$ cat config.mk
export PLATFORM = sky130hd
export DESIGN_NAME = bf_result_reader_flat
export DESIGN_NICKNAME = d
export VERILOG_FILES = /design/src/rtl/bf_pkg.sv /design/src/rtl/bf_result_reader_if.sv /design/src/rtl/bf_word_serializer.sv /design/src/rtl/bf_result_reader.sv /design/src/flat_wrapper.sv
export SDC_FILE = /design/constraint.sdc
export NUM_CORES = 1
export LEC_CHECK = 0
export BUFFER_PORTS_ARGS = -buffer_cell sky130_fd_sc_hd__buf_2
export CORE_ASPECT_RATIO = 1.75
export CORE_MARGIN = 2
export CORE_UTILIZATION = 27
export CTS_CLUSTER_SIZE = 16
export DETAILED_ROUTE_END_ITERATION = 6
export PLACE_DENSITY = 0.56
export SYNTH_ARGS = -nofsm -noshare
export SYNTH_HDL_FRONTEND = slang
export SYNTH_HIERARCHICAL = 1
export SYNTH_SLANG_ARGS = --single-unit
$ cat constraint.sdc
create_clock -name clock -period 4.55 [get_ports clock]
set_input_delay 0.6825 -clock clock [delete_from_list [all_inputs] [get_ports clock]]
set_output_delay 0.6825 -clock clock [all_outputs]
set_load 0.01 [all_outputs]
$ cat src/rtl/bf_pkg.sv
// Shared definitions for the Bellman-Ford output memory: record layout, widths
// and the reader FSM state encoding (also used by the engine's write side).
package bf_pkg;
    localparam int ADDR_W         = 13;
    localparam int DATA_W         = 128;
    localparam int BYTE_W         = 8;
    localparam int CNT_W          = ADDR_W + 1;
    localparam int BYTES_PER_WORD = DATA_W / BYTE_W;
    localparam int BIDX_W         = $clog2(BYTES_PER_WORD);

    localparam int OM_VALID_BIT = 127;
    localparam int OM_NODE_HI   = 126;
    localparam int OM_NODE_LO   = 119;
    localparam int OM_PRED_HI   = 118;
    localparam int OM_PRED_LO   = 111;
    localparam int OM_DIST_HI   = 110;
    localparam int OM_DIST_LO   = 95;

    typedef enum logic [2:0] {
        ST_IDLE  = 3'd0,
        ST_FETCH = 3'd1,
        ST_LATCH = 3'd2,
        ST_SEND  = 3'd3,
        ST_FIN   = 3'd4
    } bf_state_e;

    function automatic logic om_valid(input logic [DATA_W-1:0] w);
        return w[OM_VALID_BIT];
    endfunction
endpackage

$ cat src/rtl/bf_result_reader_if.sv
// Byte stream from the result reader to the host: valid/ready with a last flag.
interface bf_result_reader_if;
    logic [bf_pkg::BYTE_W-1:0] out_data;
    logic                      out_valid;
    logic                      out_ready;
    logic                      out_last;

    modport master (output out_data, output out_valid, output out_last, input out_ready);
    modport slave  (input out_data, input out_valid, input out_last, output out_ready);
endinterface

$ cat src/rtl/bf_word_serializer.sv
// Loads one output-memory word and emits it MSB-byte-first over valid/ready.
module bf_word_serializer
    import bf_pkg::*;
(
    input  logic              clk_i,
    input  logic              rst_ni,
    input  logic              load_i,
    input  logic [DATA_W-1:0] word_i,
    input  logic              ready_i,
    output logic [BYTE_W-1:0] data_o,
    output logic              valid_o,
    output logic [BIDX_W-1:0] byte_idx_o,
    output logic              fire_o,
    output logic              word_done_o
);
    logic [DATA_W-1:0] shreg_q;
    logic [BIDX_W-1:0] cnt_q;
    logic              valid_q;

    assign fire_o      = valid_q && ready_i;
    assign word_done_o = fire_o && (cnt_q == BIDX_W'(BYTES_PER_WORD - 1));
    assign data_o      = shreg_q[DATA_W-1 -: BYTE_W];
    assign valid_o     = valid_q;
    assign byte_idx_o  = cnt_q;

    always_ff @(posedge clk_i) begin
        if (!rst_ni) begin
            shreg_q <= '0;
            cnt_q   <= '0;
            valid_q <= 1'b0;
        end else if (load_i) begin
            shreg_q <= word_i;
            cnt_q   <= '0;
            valid_q <= 1'b1;
        end else if (fire_o) begin
            shreg_q <= shreg_q << BYTE_W;
            cnt_q   <= cnt_q + BIDX_W'(1);
            if (word_done_o) valid_q <= 1'b0;
        end
    end
endmodule

$ cat src/rtl/bf_result_reader.sv
// Reads the result table out of output memory, optionally drops invalid
// records, and streams the kept ones to the host one byte at a time.
module bf_result_reader
    import bf_pkg::*;
#(
    parameter bit SKIP_INVALID = 1'b1
)(
    input  logic              clock,
    input  logic              reset,
    input  logic              start,
    input  logic [ADDR_W-1:0] base_addr,
    input  logic [CNT_W-1:0]  word_count,
    output logic              busy,
    output logic              done,
    output logic [CNT_W-1:0]  words_sent,
    output logic [ADDR_W-1:0] OMRAR,
    input  logic [DATA_W-1:0] OMRDR,
    bf_result_reader_if.master out_if
);
    bf_state_e         state_q;
    logic              busy_q, done_q, last_q;
    logic [ADDR_W-1:0] addr_q;
    logic [CNT_W-1:0]  rem_q, sent_q;
    logic [CNT_W-1:0]  rem_d;
    logic              keep, ser_load, ser_fire, ser_word_done, ser_valid;
    logic [BIDX_W-1:0] ser_idx;
    logic [BYTE_W-1:0] ser_data;

    assign rem_d    = rem_q - CNT_W'(1);
    assign keep     = !SKIP_INVALID || om_valid(OMRDR);
    assign ser_load = (state_q == ST_LATCH) && keep;

    bf_word_serializer u_ser (
        .clk_i       (clock),
        .rst_ni      (reset),
        .load_i      (ser_load),
        .word_i      (OMRDR),
        .ready_i     (out_if.out_ready),
        .data_o      (ser_data),
        .valid_o     (ser_valid),
        .byte_idx_o  (ser_idx),
        .fire_o      (ser_fire),
        .word_done_o (ser_word_done)
    );

    always_ff @(posedge clock) begin
        if (!reset) begin
            state_q <= ST_IDLE;
            busy_q  <= 1'b0;
            done_q  <= 1'b0;
            last_q  <= 1'b0;
            addr_q  <= '0;
            rem_q   <= '0;
            sent_q  <= '0;
        end else begin
            done_q <= 1'b0;
            // last flag goes up with byte 15 of the final record and is held through stalls
            if (ser_fire)
                last_q <= (ser_idx == BIDX_W'(BYTES_PER_WORD - 2)) && (rem_q == '0);
            case (state_q)
                ST_IDLE: if (start) begin
                    rem_q  <= word_count;
                    sent_q <= '0;
                    if (word_count == '0) begin
                        done_q  <= 1'b1;
                        state_q <= ST_FIN;
                    end else begin
                        addr_q  <= base_addr;
                        busy_q  <= 1'b1;
                        state_q <= ST_FETCH;
                    end
                end
                ST_FETCH: state_q <= ST_LATCH;
                ST_LATCH: begin
                    rem_q <= rem_d;
                    if (keep) begin
                        state_q <= ST_SEND;
                    end else if (rem_d != '0) begin
                        addr_q  <= addr_q + ADDR_W'(1);
                        state_q <= ST_FETCH;
                    end else begin
                        busy_q  <= 1'b0;
                        done_q  <= 1'b1;
                        state_q <= ST_FIN;
                    end
                end
                ST_SEND: if (ser_word_done) begin
                    sent_q <= sent_q + CNT_W'(1);
                    if (rem_q != '0) begin
                        addr_q  <= addr_q + ADDR_W'(1);
                        state_q <= ST_FETCH;
                    end else begin
                        busy_q  <= 1'b0;
                        done_q  <= 1'b1;
                        state_q <= ST_FIN;
                    end
                end
                ST_FIN:  state_q <= ST_IDLE;
                default: state_q <= ST_IDLE;
            endcase
        end
    end

    assign busy             = busy_q;
    assign done             = done_q;
    assign words_sent       = sent_q;
    assign OMRAR            = addr_q;
    assign out_if.out_data  = ser_data;
    assign out_if.out_valid = ser_valid;
    assign out_if.out_last  = last_q;
endmodule

$ cat src/flat_wrapper.sv
// flat-port wrapper written by rule: the top's interface ports become plain ports
module bf_result_reader_flat import bf_pkg::*;
#(
    parameter bit SKIP_INVALID = 1'b1
)
  (clock, reset, start, base_addr, word_count, busy, done, words_sent, OMRAR, OMRDR, out_if_out_data, out_if_out_valid, out_if_out_last, out_if_out_ready);
  bf_result_reader_if out_if_i ();
  input  logic clock;
  input  logic reset;
  input  logic start;
  input  logic [ADDR_W-1:0] base_addr;
  input  logic [CNT_W-1:0] word_count;
  output logic busy;
  output logic done;
  output logic [CNT_W-1:0] words_sent;
  output logic [ADDR_W-1:0] OMRAR;
  input  logic [DATA_W-1:0] OMRDR;
  output wire logic [$bits(out_if_i.out_data)-1:0] out_if_out_data;
  output wire logic [$bits(out_if_i.out_valid)-1:0] out_if_out_valid;
  output wire logic [$bits(out_if_i.out_last)-1:0] out_if_out_last;
  input wire logic [$bits(out_if_i.out_ready)-1:0] out_if_out_ready;
  assign out_if_out_data = out_if_i.out_data;
  assign out_if_out_valid = out_if_i.out_valid;
  assign out_if_out_last = out_if_i.out_last;
  assign out_if_i.out_ready = out_if_out_ready;
  bf_result_reader #(.SKIP_INVALID(SKIP_INVALID)) u_core (.clock(clock), .reset(reset), .start(start), .base_addr(base_addr), .word_count(word_count), .busy(busy), .done(done), .words_sent(words_sent), .OMRAR(OMRAR), .OMRDR(OMRDR), .out_if(out_if_i));
endmodule
==> results.yml, run 1 <==
floorplan:
  start_util: 0.272
  die_x_um: 137
  num_io_pins: 198
  row_count: 85
  die_h_um: 236
  core_um2: 30500
  die_area_um2: 32200
sta:
  setup_viol: 0
  final-max-slew-violation-count: 0
  fin_tns_setup_ns: 0
  skew_ns: 0.0101
  hold_viol_final: 0
  fin_crit_sh: 0.719
  finalCriticalPeriod_ns: 3.27
  rsz0062_at_grt: "false"
  slew_headroom: 0.369
  fmax_mhz: 306
  tightestPinTransition_ns: 0.942
global_routing:
  grt_max_degree: 110
  grt_util_all_layers: 0.157
  first_global_vias: 7692
  grt_first_pass_wirelength_mm: 40.3
  grt.overflow.total: 0
  antenna_found_initial: 2
synth:
  synth_cell_types: 54
  synth_edf_count: 0
  synthArstFlopShare: 0
  synthFlopType: "dfxtp_1"
  syn_area_per_cell_um2: 7.60
  syn_nets: 1258
  synth_area_um2: 8310
  ys_seq_area_frac: 0.434
  synth-seq-cells: 180
  synth_warnings: 6
  postSynthCellCount: 1093
drt:
  vias: 8220
  vias_per_cell: 5.05
  drt_iter0_markers: 466
  drc_errors: 0
  drt_wl_total_mm: 25.2
  drtPass1Iterations: 5
  detail_route.wl_per_cell_um: 15.5
  ant_nets: 0
min_path:
  min_path_type: "flip-flop to flip-flop"
  worstHoldPathCells: 2
  min_to: "u_core/u_ser/shreg_q[102]"
  hp-start: "u_core/u_ser/shreg_q[94]"
cts:
  clk_pin_slew_ns: 0.07
  tritoncts: "built"
  cts-resized-gates: 0
  cts-buffers-inserted: 17
  cts.sink_count: 180
  cts-htree-levels: 4
  hold_buffers: 0
  clock_latency_ns: 0.45
  postCtsSetupBuffers: 0
  cts_root_buf: "clkbuf_16"
  clk_path_buf_depth: 2
worst_setup_path:
  crit_chain: "inv_1 -> ha_1 -> or3b_4 -> o31a_1 -> or4_1 -> o21ai_1 -> buf_4 -> a21oi_1 -> o32ai_1"
  worstReg2RegStart: "u_core/rem_q[0]"
  cpPeakStageDelay_ns: 0.59
  critPathKind: "flip-flop to flip-flop"
  worstPathRequired_ns: 4.90
  arrival_ns: 3.62
  crit_path_max_fanout: 16
  regToRegSetupSlack_ns: 1.28
  crit_slowest_cell: "o21ai_1"
  r2r_end: "u_core/OMRAR[12]"
  reg2reg_depth: 9
  cp-end-kind: "flip-flop"
  cp-start-kind: "flip-flop"
power:
  p_per_area_nw_per_um2: 404
  vdd_drop_max_mv: 0.286
  leakage_nw: 3.65
final_layout:
  layout.nets: 1388
  area_growth_pct: 19.9
  layout_common_cells: "nand2_1, buf_2, dfxtp_1"
  final_common_cell: "nand2_1"
  stdcell_count: 1628
  drive_gt1_frac: 0.200
status:
  status: "finished, final reports clean"
placed_design:
  gp_congestion: 0.837
  hpwl_mm: 17.3
  dp.cells: 1595
  portBuffers: 197
job:
  max_cap_viol_count: 0
## where the power goes
part           switching [mW]  internal [mW]  total [mW]
registers               0.121           1.71        1.83
logic                   0.397          0.265       0.662
clock network           0.684          0.845        1.53
total                    1.20           2.82        4.02
## Yosys cell counts, types with 11 or more instances
| master | instances | share of area |
|---|---|---|
| a31oi_1 | 125 | 0.094 |
| buf_6 | 12 | 0.016 |
| o21ai_0 | 116 | 0.070 |
| nand4_1 | 11 | 0.0083 |
| nand2_1 | 296 | 0.13 |
| clkbuf_1 | 34 | 0.015 |
| nand3_1 | 25 | 0.015 |
| buf_2 | 35 | 0.021 |
| a21oi_1 | 37 | 0.022 |
| o21ai_1 | 23 | 0.014 |
| dfxtp_1 | 180 | 0.43 |
| nor3_1 | 18 | 0.011 |
| nor2_1 | 41 | 0.019 |
## critical path, delay by kind of cell (launching register included)
kind | cells | cell delay (ns)
AOI/OAI and AO/OA | 4 | 1.06
and+or+nand+nor | 2 | 1.02
buffers and inverters | 2 | 0.45
DFF | 1 | 0.38
adders and majority gates | 1 | 0.27
## area by class of cell
class / instances / area (µm²)
Antenna cell: 1 / 2.50
Inverter: 11 / 48.8
Fill cell: 3303 / 20600
Timing Repair Buffer: 207 / 1060
Multi-Input combinational cell: 806 / 4150
Tap cell: 391 / 489
Clock inverter: 13 / 149
Clock buffer: 19 / 453
Sequential cell: 180 / 3600
## flip-flops by register name, summed over array words and instances (netlist names)
signal                   cells
u_core/OMRAR                13
u_core/busy                  1
u_core/done                  1
u_core/out_if.out_last       1
u_core/rem_q                14
u_core/state_q               3
u_core/u_ser/byte_idx_o      4
u_core/u_ser/shreg_q       128
u_core/u_ser/valid_o         1
u_core/words_sent           14
## worst max path at each step
stage                           start                        end  slack [ns]  cells after the start
finish                u_core/rem_q[0]           u_core/OMRAR[12]        1.28                      9
global route        u_core/state_q[1]  u_core/u_ser/shreg_q[122]        1.05                      7
CTS                   u_core/rem_q[0]           u_core/OMRAR[12]        1.32                      9
detailed placement    u_core/rem_q[0]           u_core/OMRAR[12]        1.31                      9
global placement    u_core/state_q[1]    u_core/u_ser/shreg_q[8]        1.39                      7
floorplan             u_core/rem_q[0]                u_core/busy        1.61                      8
## through the flow
stage	utilization	area [µm²]	hold WS [ns]	power, mW	worst slack, ns
final	0.326	9960	0.468	4.02	1.28
after global routing	0.326	9950	0.483	4.23	1.05
after CTS	0.326	9950	0.455	4.07	1.32
after detailed placement	0.306	9350	0.465	2.52	1.31
after global placement	0.306	9350	0.458	2.51	1.39
after floorplan	-	8310	0.449	2.30	1.61
## kinds of logic after synthesis
| logic type | count (synthesis) | synth area share |
|---|---|---|
| simple gates | 440 | 0.228 |
| compound gates | 342 | 0.240 |
| flops | 180 | 0.434 |
| buf+inv | 107 | 0.0693 |
| xor+xnor | 14 | 0.0148 |
| fa+ha+maj | 6 | 0.00904 |
| mux | 4 | 0.00497 |
## routing by layer
metal / up-vias / track usage / routed length, µm
li1: 4123 / - / -
met1: 3796 / 0.184 / 10300
met2: 261 / 0.265 / 12500
met3: 38 / 0.0426 / 1700
met4: 2 / 0.0701 / 637
met5: - / 0 / 13
(Power assumes the default switching activity.)
==> run 2, diff against run 1 <==
Clock period 4.55 ns to 3.4 ns, I/O delays scaled along.
==> run 2 against run 1 <==
Compared with the run above:
- global-route usage about the same
- non-clock buffer count up 6
- clock-buffer cell count up 4
- final cell count up 0.43%
- die area unchanged
- combinational power up 36%
- critical path type unchanged
==> results.yml, run 2 (synthesized netlist as in run 1, its figures left out) <==
cts:
  hold_buffers: 0
  cts-htree-levels: 4
  cts-resized-gates: 0
  clock_latency_ns: 0.45
  cts.sink_count: 180
  cts_root_buf: "clkbuf_16"
  postCtsSetupBuffers: 0
  tritoncts: "built"
  cts-buffers-inserted: 17
  clk_pin_slew_ns: 0.07
  clk_path_buf_depth: 2
worst_setup_path:
  crit_chain: "inv_1 -> ha_1 -> or3b_4 -> o31a_1 -> or4_1 -> or4b_1 -> or3_1 -> and4b_1"
  arrival_ns: 3.54
  worst_path_dominant_cell_family: "simple AND/OR/NAND/NOR gates"
  crit_path_max_fanout: 6
  cp-end-kind: "flip-flop"
  worstPathRequired_ns: 3.75
  cp_num_buf_inv: 1
  critPathKind: "flip-flop to flip-flop"
  cp-start-kind: "flip-flop"
  crit_slowest_cell: "or4_1"
  cpPeakStageDelay_ns: 0.59
floorplan:
  num_io_pins: 198
  start_util: 0.272
  die_area_um2: 32200
  die_x_um: 137
  die_h_um: 236
  row_count: 85
  core_um2: 30500
drt:
  vias: 8213
  drt_wl_total_mm: 25.4
  drt_iter0_markers: 426
  drc_errors: 0
  ant_nets: 0
  drtPass1Iterations: 5
  vias_per_cell: 5.02
  detail_route.wl_per_cell_um: 15.6
sta:
  fmax_mhz: 313
  fin_crit_sh: 0.941
  rsz0062_at_grt: "false"
  hold_viol_final: 0
  tightestPinTransition_ns: 0.946
  setup_viol: 0
  skew_ns: 0.0173
  finalCriticalPeriod_ns: 3.20
  final-max-slew-violation-count: 0
  fin_tns_setup_ns: 0
  slew_headroom: 0.368
final_layout:
  fill_cells: 3327
  layout_common_cells: "nand2_1, buf_2, dfxtp_1"
  stdcell_count: 1635
  fin_area_um2: 10000
  area_growth_pct: 20.9
  max_flop_register: "u_core/u_ser/shreg_q"
  final_common_cell: "nand2_1"
  largest_reg_flops: 128
  drive_gt1_frac: 0.200
  layout.nets: 1394
placed_design:
  placed_area_um2: 9450
  hpwl_mm: 17.6
  gp_congestion: 0.888
  dp.cells: 1601
  portBuffers: 197
global_routing:
  grt_first_pass_wirelength_mm: 40.1
  grt.overflow.total: 0
  first_global_vias: 7767
  grt_util_all_layers: 0.157
  antenna_found_initial: 3
  grt_max_degree: 102
job:
  max_cap_viol_count: 0
status:
  status: "finished, final reports clean"
power:
  p_per_area_nw_per_um2: 534
  vdd_drop_max_mv: 0.403
  leakage_nw: 3.69
min_path:
  min_path_type: "primary input to flip-flop"
-- run 2: cell count changes in the layout (fill, tap and decap cells not counted), sizes merged --
| cell | previous run | this run |
|---|---|---|
| clkinvlp | 3 | 2 |
| bufinv | 2 | 3 |
| buf | 207 | 213 |
| clkinv | 5 | 4 |
| inv | 14 | 11 |
| diode | 1 | 2 |
| clkbuf | 19 | 23 |
-- run 2: path summary, 6_finish.rpt --
path,startpoint,to,slack (ns),depth (start not counted)
hold / removal,OMRDR[7],u_core/u_ser/shreg_q[7],0.30,3
setup / recovery,u_core/rem_q[1],u_core/busy,0.20,8
setup reg to reg,u_core/rem_q[1],u_core/busy,0.20,8
hold reg to reg,u_core/u_ser/shreg_q[94],u_core/u_ser/shreg_q[102],0.47,2
-- run 2: cell type report --
| class | instances | area [µm²] | area share |
|---|---|---|---|
| clock buffers | 23 | 458 | 0.0456 |
| repair buffers | 213 | 1170 | 0.117 |
| multi-input cells | 806 | 4140 | 0.412 |
| diodes | 2 | 5.00 | 0.000498 |
| clock inverters | 9 | 129 | 0.0128 |
| flip-flops and latches | 180 | 3600 | 0.359 |
| well taps | 391 | 489 | 0.0487 |
| inverters | 11 | 48.8 | 0.00486 |
-- run 2: where the power goes --
part	switching [mW]	leakage, nW	total [mW]	internal, mW
logic	0.525	1.95	0.898	0.373
clock network	0.847	0.281	2.02	1.17
registers	0.158	1.46	2.44	2.28
total	1.53	3.69	5.36	3.83
-- run 2: through the flow --
step / total power, mW / utilization / setup slack (ns) / hold WS [ns]
after detailed placement: 3.39 / 0.310 / 0.194 / 0.464
final: 5.36 / 0.329 / 0.202 / 0.304
after global placement: 3.37 / 0.310 / 0.235 / 0.456
after floorplan: 3.07 / - / 0.464 / 0.449
after global routing: 5.64 / 0.329 / 0.0730 / 0.295
after CTS: 5.43 / 0.329 / 0.196 / 0.281
-- run 2: metal layers --
layer | up-vias | track usage | share of wire
li1 | 4139 | - | -
met1 | 3821 | 0.179 | 0.41
met2 | 217 | 0.266 | 0.49
met3 | 34 | 0.0505 | 0.068
met4 | 2 | 0.0657 | 0.025
met5 | - | 0 | 0.00051
-- run 2: worst reg2reg max path, stage by stage (launching register included) --
cell	delay, ns
dfxtp_1	0.34
inv_1	0.12
ha_1	0.28
or3b_4	0.44
o31a_1	0.24
or4_1	0.59
or4b_1	0.53
or3_1	0.37
and4b_1	0.21
==> run 3, diff against run 2 <==
Clock period 3.4 ns to 3 ns, I/O delays scaled along.
==> run 3 against run 2 <==
Compared with the run above:
- final area grew 1.5%
- setup slack lost 0.12 ns
- critical path type unchanged
- critical path depth is the same
- power grew 17%
- flip-flop and latch count is the same
- largest power group unchanged
- wire length grew 0.46%
- combinational power grew 21%
- register-to-register slack lost 0.12 ns
- global-route usage grew 0.094 points
- die area is the same
- worst hold slack lost 0.052 ns
- clock power grew 19%
==> results.yml, run 3 (synthesized netlist as in run 1, its figures left out) <==
status:
  status: "finished, final reports clean"
worst_setup_path:
  reg2reg_depth: 8
  crit_path_max_fanout: 4
  cp-startpoint: "u_core/rem_q[1]"
  worst_path_dominant_cell_family: "simple AND/OR/NAND/NOR gates"
  cp-end-kind: "flip-flop"
  critPathKind: "flip-flop to flip-flop"
  worstReg2RegStart: "u_core/rem_q[1]"
  cpPeakStageDelay_ns: 0.57
  crit_chain: "inv_2 -> ha_1 -> or3b_4 -> o31a_1 -> or4_1 -> or4b_4 -> or3_4 -> and4b_1"
  crit_cells: 8
  endpoint: "u_core/busy"
  r2r_end: "u_core/busy"
  regToRegSetupSlack_ns: 0.08
  worstPathRequired_ns: 3.35
  crit_slowest_cell: "or4_1"
  cp_num_buf_inv: 1
  arrival_ns: 3.26
  cp-start-kind: "flip-flop"
floorplan:
  row_count: 85
  num_io_pins: 198
  die_h_um: 236
  die_x_um: 137
  core_um2: 30500
  die_area_um2: 32200
  start_util: 0.272
placed_design:
  hpwl_mm: 17.7
  gp_congestion: 0.893
  placed_area_um2: 9560
  portBuffers: 197
sta:
  fin_crit_sh: 0.972
  fin_tns_setup_ns: 0
  fmax_mhz: 343
  hold_viol_final: 0
  finalCriticalPeriod_ns: 2.92
  skew_ns: 0.0149
  slew_headroom: 0.398
  tightestPinTransition_ns: 0.903
  final-max-slew-violation-count: 0
  setup_viol: 0
  rsz0062_at_grt: "false"
drt:
  drt_wl_total_mm: 25.5
  drt_iter0_markers: 448
  drtPass1Iterations: 5
  ant_nets: 0
  vias_per_cell: 5.07
  vias: 8327
  drc_errors: 0
  detail_route.wl_per_cell_um: 15.5
job:
  max_cap_viol_count: 0
final_layout:
  final_common_cell: "nand2_1"
  area_growth_pct: 22.7
  fin_area_um2: 10200
  diodes: 0
  max_flop_register: "u_core/u_ser/shreg_q"
  seq_area_um2: 3600
  multi_input_area_um2: 4150
  layout.nets: 1405
  fill_cells: 3288
  drive_gt1_frac: 0.211
  largest_reg_flops: 128
  layout_common_cells: "nand2_1, buf_2, dfxtp_1"
cts:
  cts_root_buf: "clkbuf_16"
  cts-resized-gates: 0
  hold_buffers: 0
  cts-buffers-inserted: 17
  clk_pin_slew_ns: 0.07
  clk_path_buf_depth: 2
  postCtsSetupBuffers: 0
  cts-htree-levels: 4
  cts.sink_count: 180
  tritoncts: "built"
  clock_latency_ns: 0.45
power:
  vdd_drop_max_mv: 0.428
  leakage_nw: 3.78
  p_per_area_nw_per_um2: 615
global_routing:
  grt_first_pass_wirelength_mm: 40.4
  grt_util_all_layers: 0.158
  grt.overflow.total: 0
  grt_max_degree: 132
  first_global_vias: 7864
  antenna_found_initial: 4
min_path:
  min_path_type: "primary input to flip-flop"
## run 3: changes by cell type in the layout (fill, tap and decap cells not counted), sizes merged
| cell | before | now |
|---|---|---|
| buf | 213 | 224 |
| bufinv | 3 | 4 |
| clkbuf | 23 | 20 |
| diode | 2 | 0 |
| inv | 11 | 13 |
## run 3: worst reg2reg max path, cell delays in order (launching register included)
cell and delay [ns]:
dfxtp_1 0.32, inv_2 0.08, ha_1 0.16, or3b_4 0.38, o31a_1 0.23, or4_1 0.57
or4b_4 0.54, or3_4 0.36, and4b_1 0.20
## run 3: per-stage QoR
stage          power, mW  worst slack [ns]  utilization  hold slack (ns)  instances
6_report            6.26            0.0825        0.334            0.252       1644
5_1_grt             6.57            0.0126        0.334            0.245       1644
4_1_cts             6.34           0.00444        0.334            0.227       1644
3_5_place_dp        3.90           0.00306        0.313            0.462       1612
3_3_place_gp        3.88            0.0474        0.313            0.459       1612
2_1_floorplan       3.48            0.0643            -            0.449       1093
## run 3: cell type report
cell class / count / area share
flip-flops and latches: 180 / 0.354
clock inverters: 12 / 0.0173
well taps: 391 / 0.0480
inverters: 11 / 0.00479
multi-input cells: 806 / 0.407
repair buffers: 224 / 0.125
clock buffers: 20 / 0.0438
## run 3: report_power, final
group          switching [mW]  internal [mW]
logic                   0.625          0.468
registers               0.169           2.59
clock network           0.994           1.42
total                    1.79           4.47
## run 3: worst min-delay path by stage
stage / slack [ns] / to / cells past startpoint / from
after global routing: 0.24 / u_core/rem_q[8] / 3 / word_count[8]
after CTS: 0.23 / u_core/u_ser/shreg_q[6] / 3 / OMRDR[6]
after global placement: 0.46 / u_core/u_ser/shreg_q[101] / 2 / u_core/u_ser/shreg_q[93]
after floorplan: 0.45 / u_core/u_ser/shreg_q[60] / 2 / u_core/u_ser/shreg_q[52]
final: 0.25 / u_core/rem_q[8] / 3 / word_count[8]
after detailed placement: 0.46 / u_core/u_ser/shreg_q[126] / 2 / u_core/u_ser/shreg_q[126]
## run 3: per-layer routing
metal  vias to the layer above  GRT usage  share of wire
li1                       4162          -              -
met1                      3874      0.179           0.40
met2                       239      0.272           0.51
met3                        44     0.0443          0.066
met4                         8     0.0701          0.028
met5                         -          0         0.0022
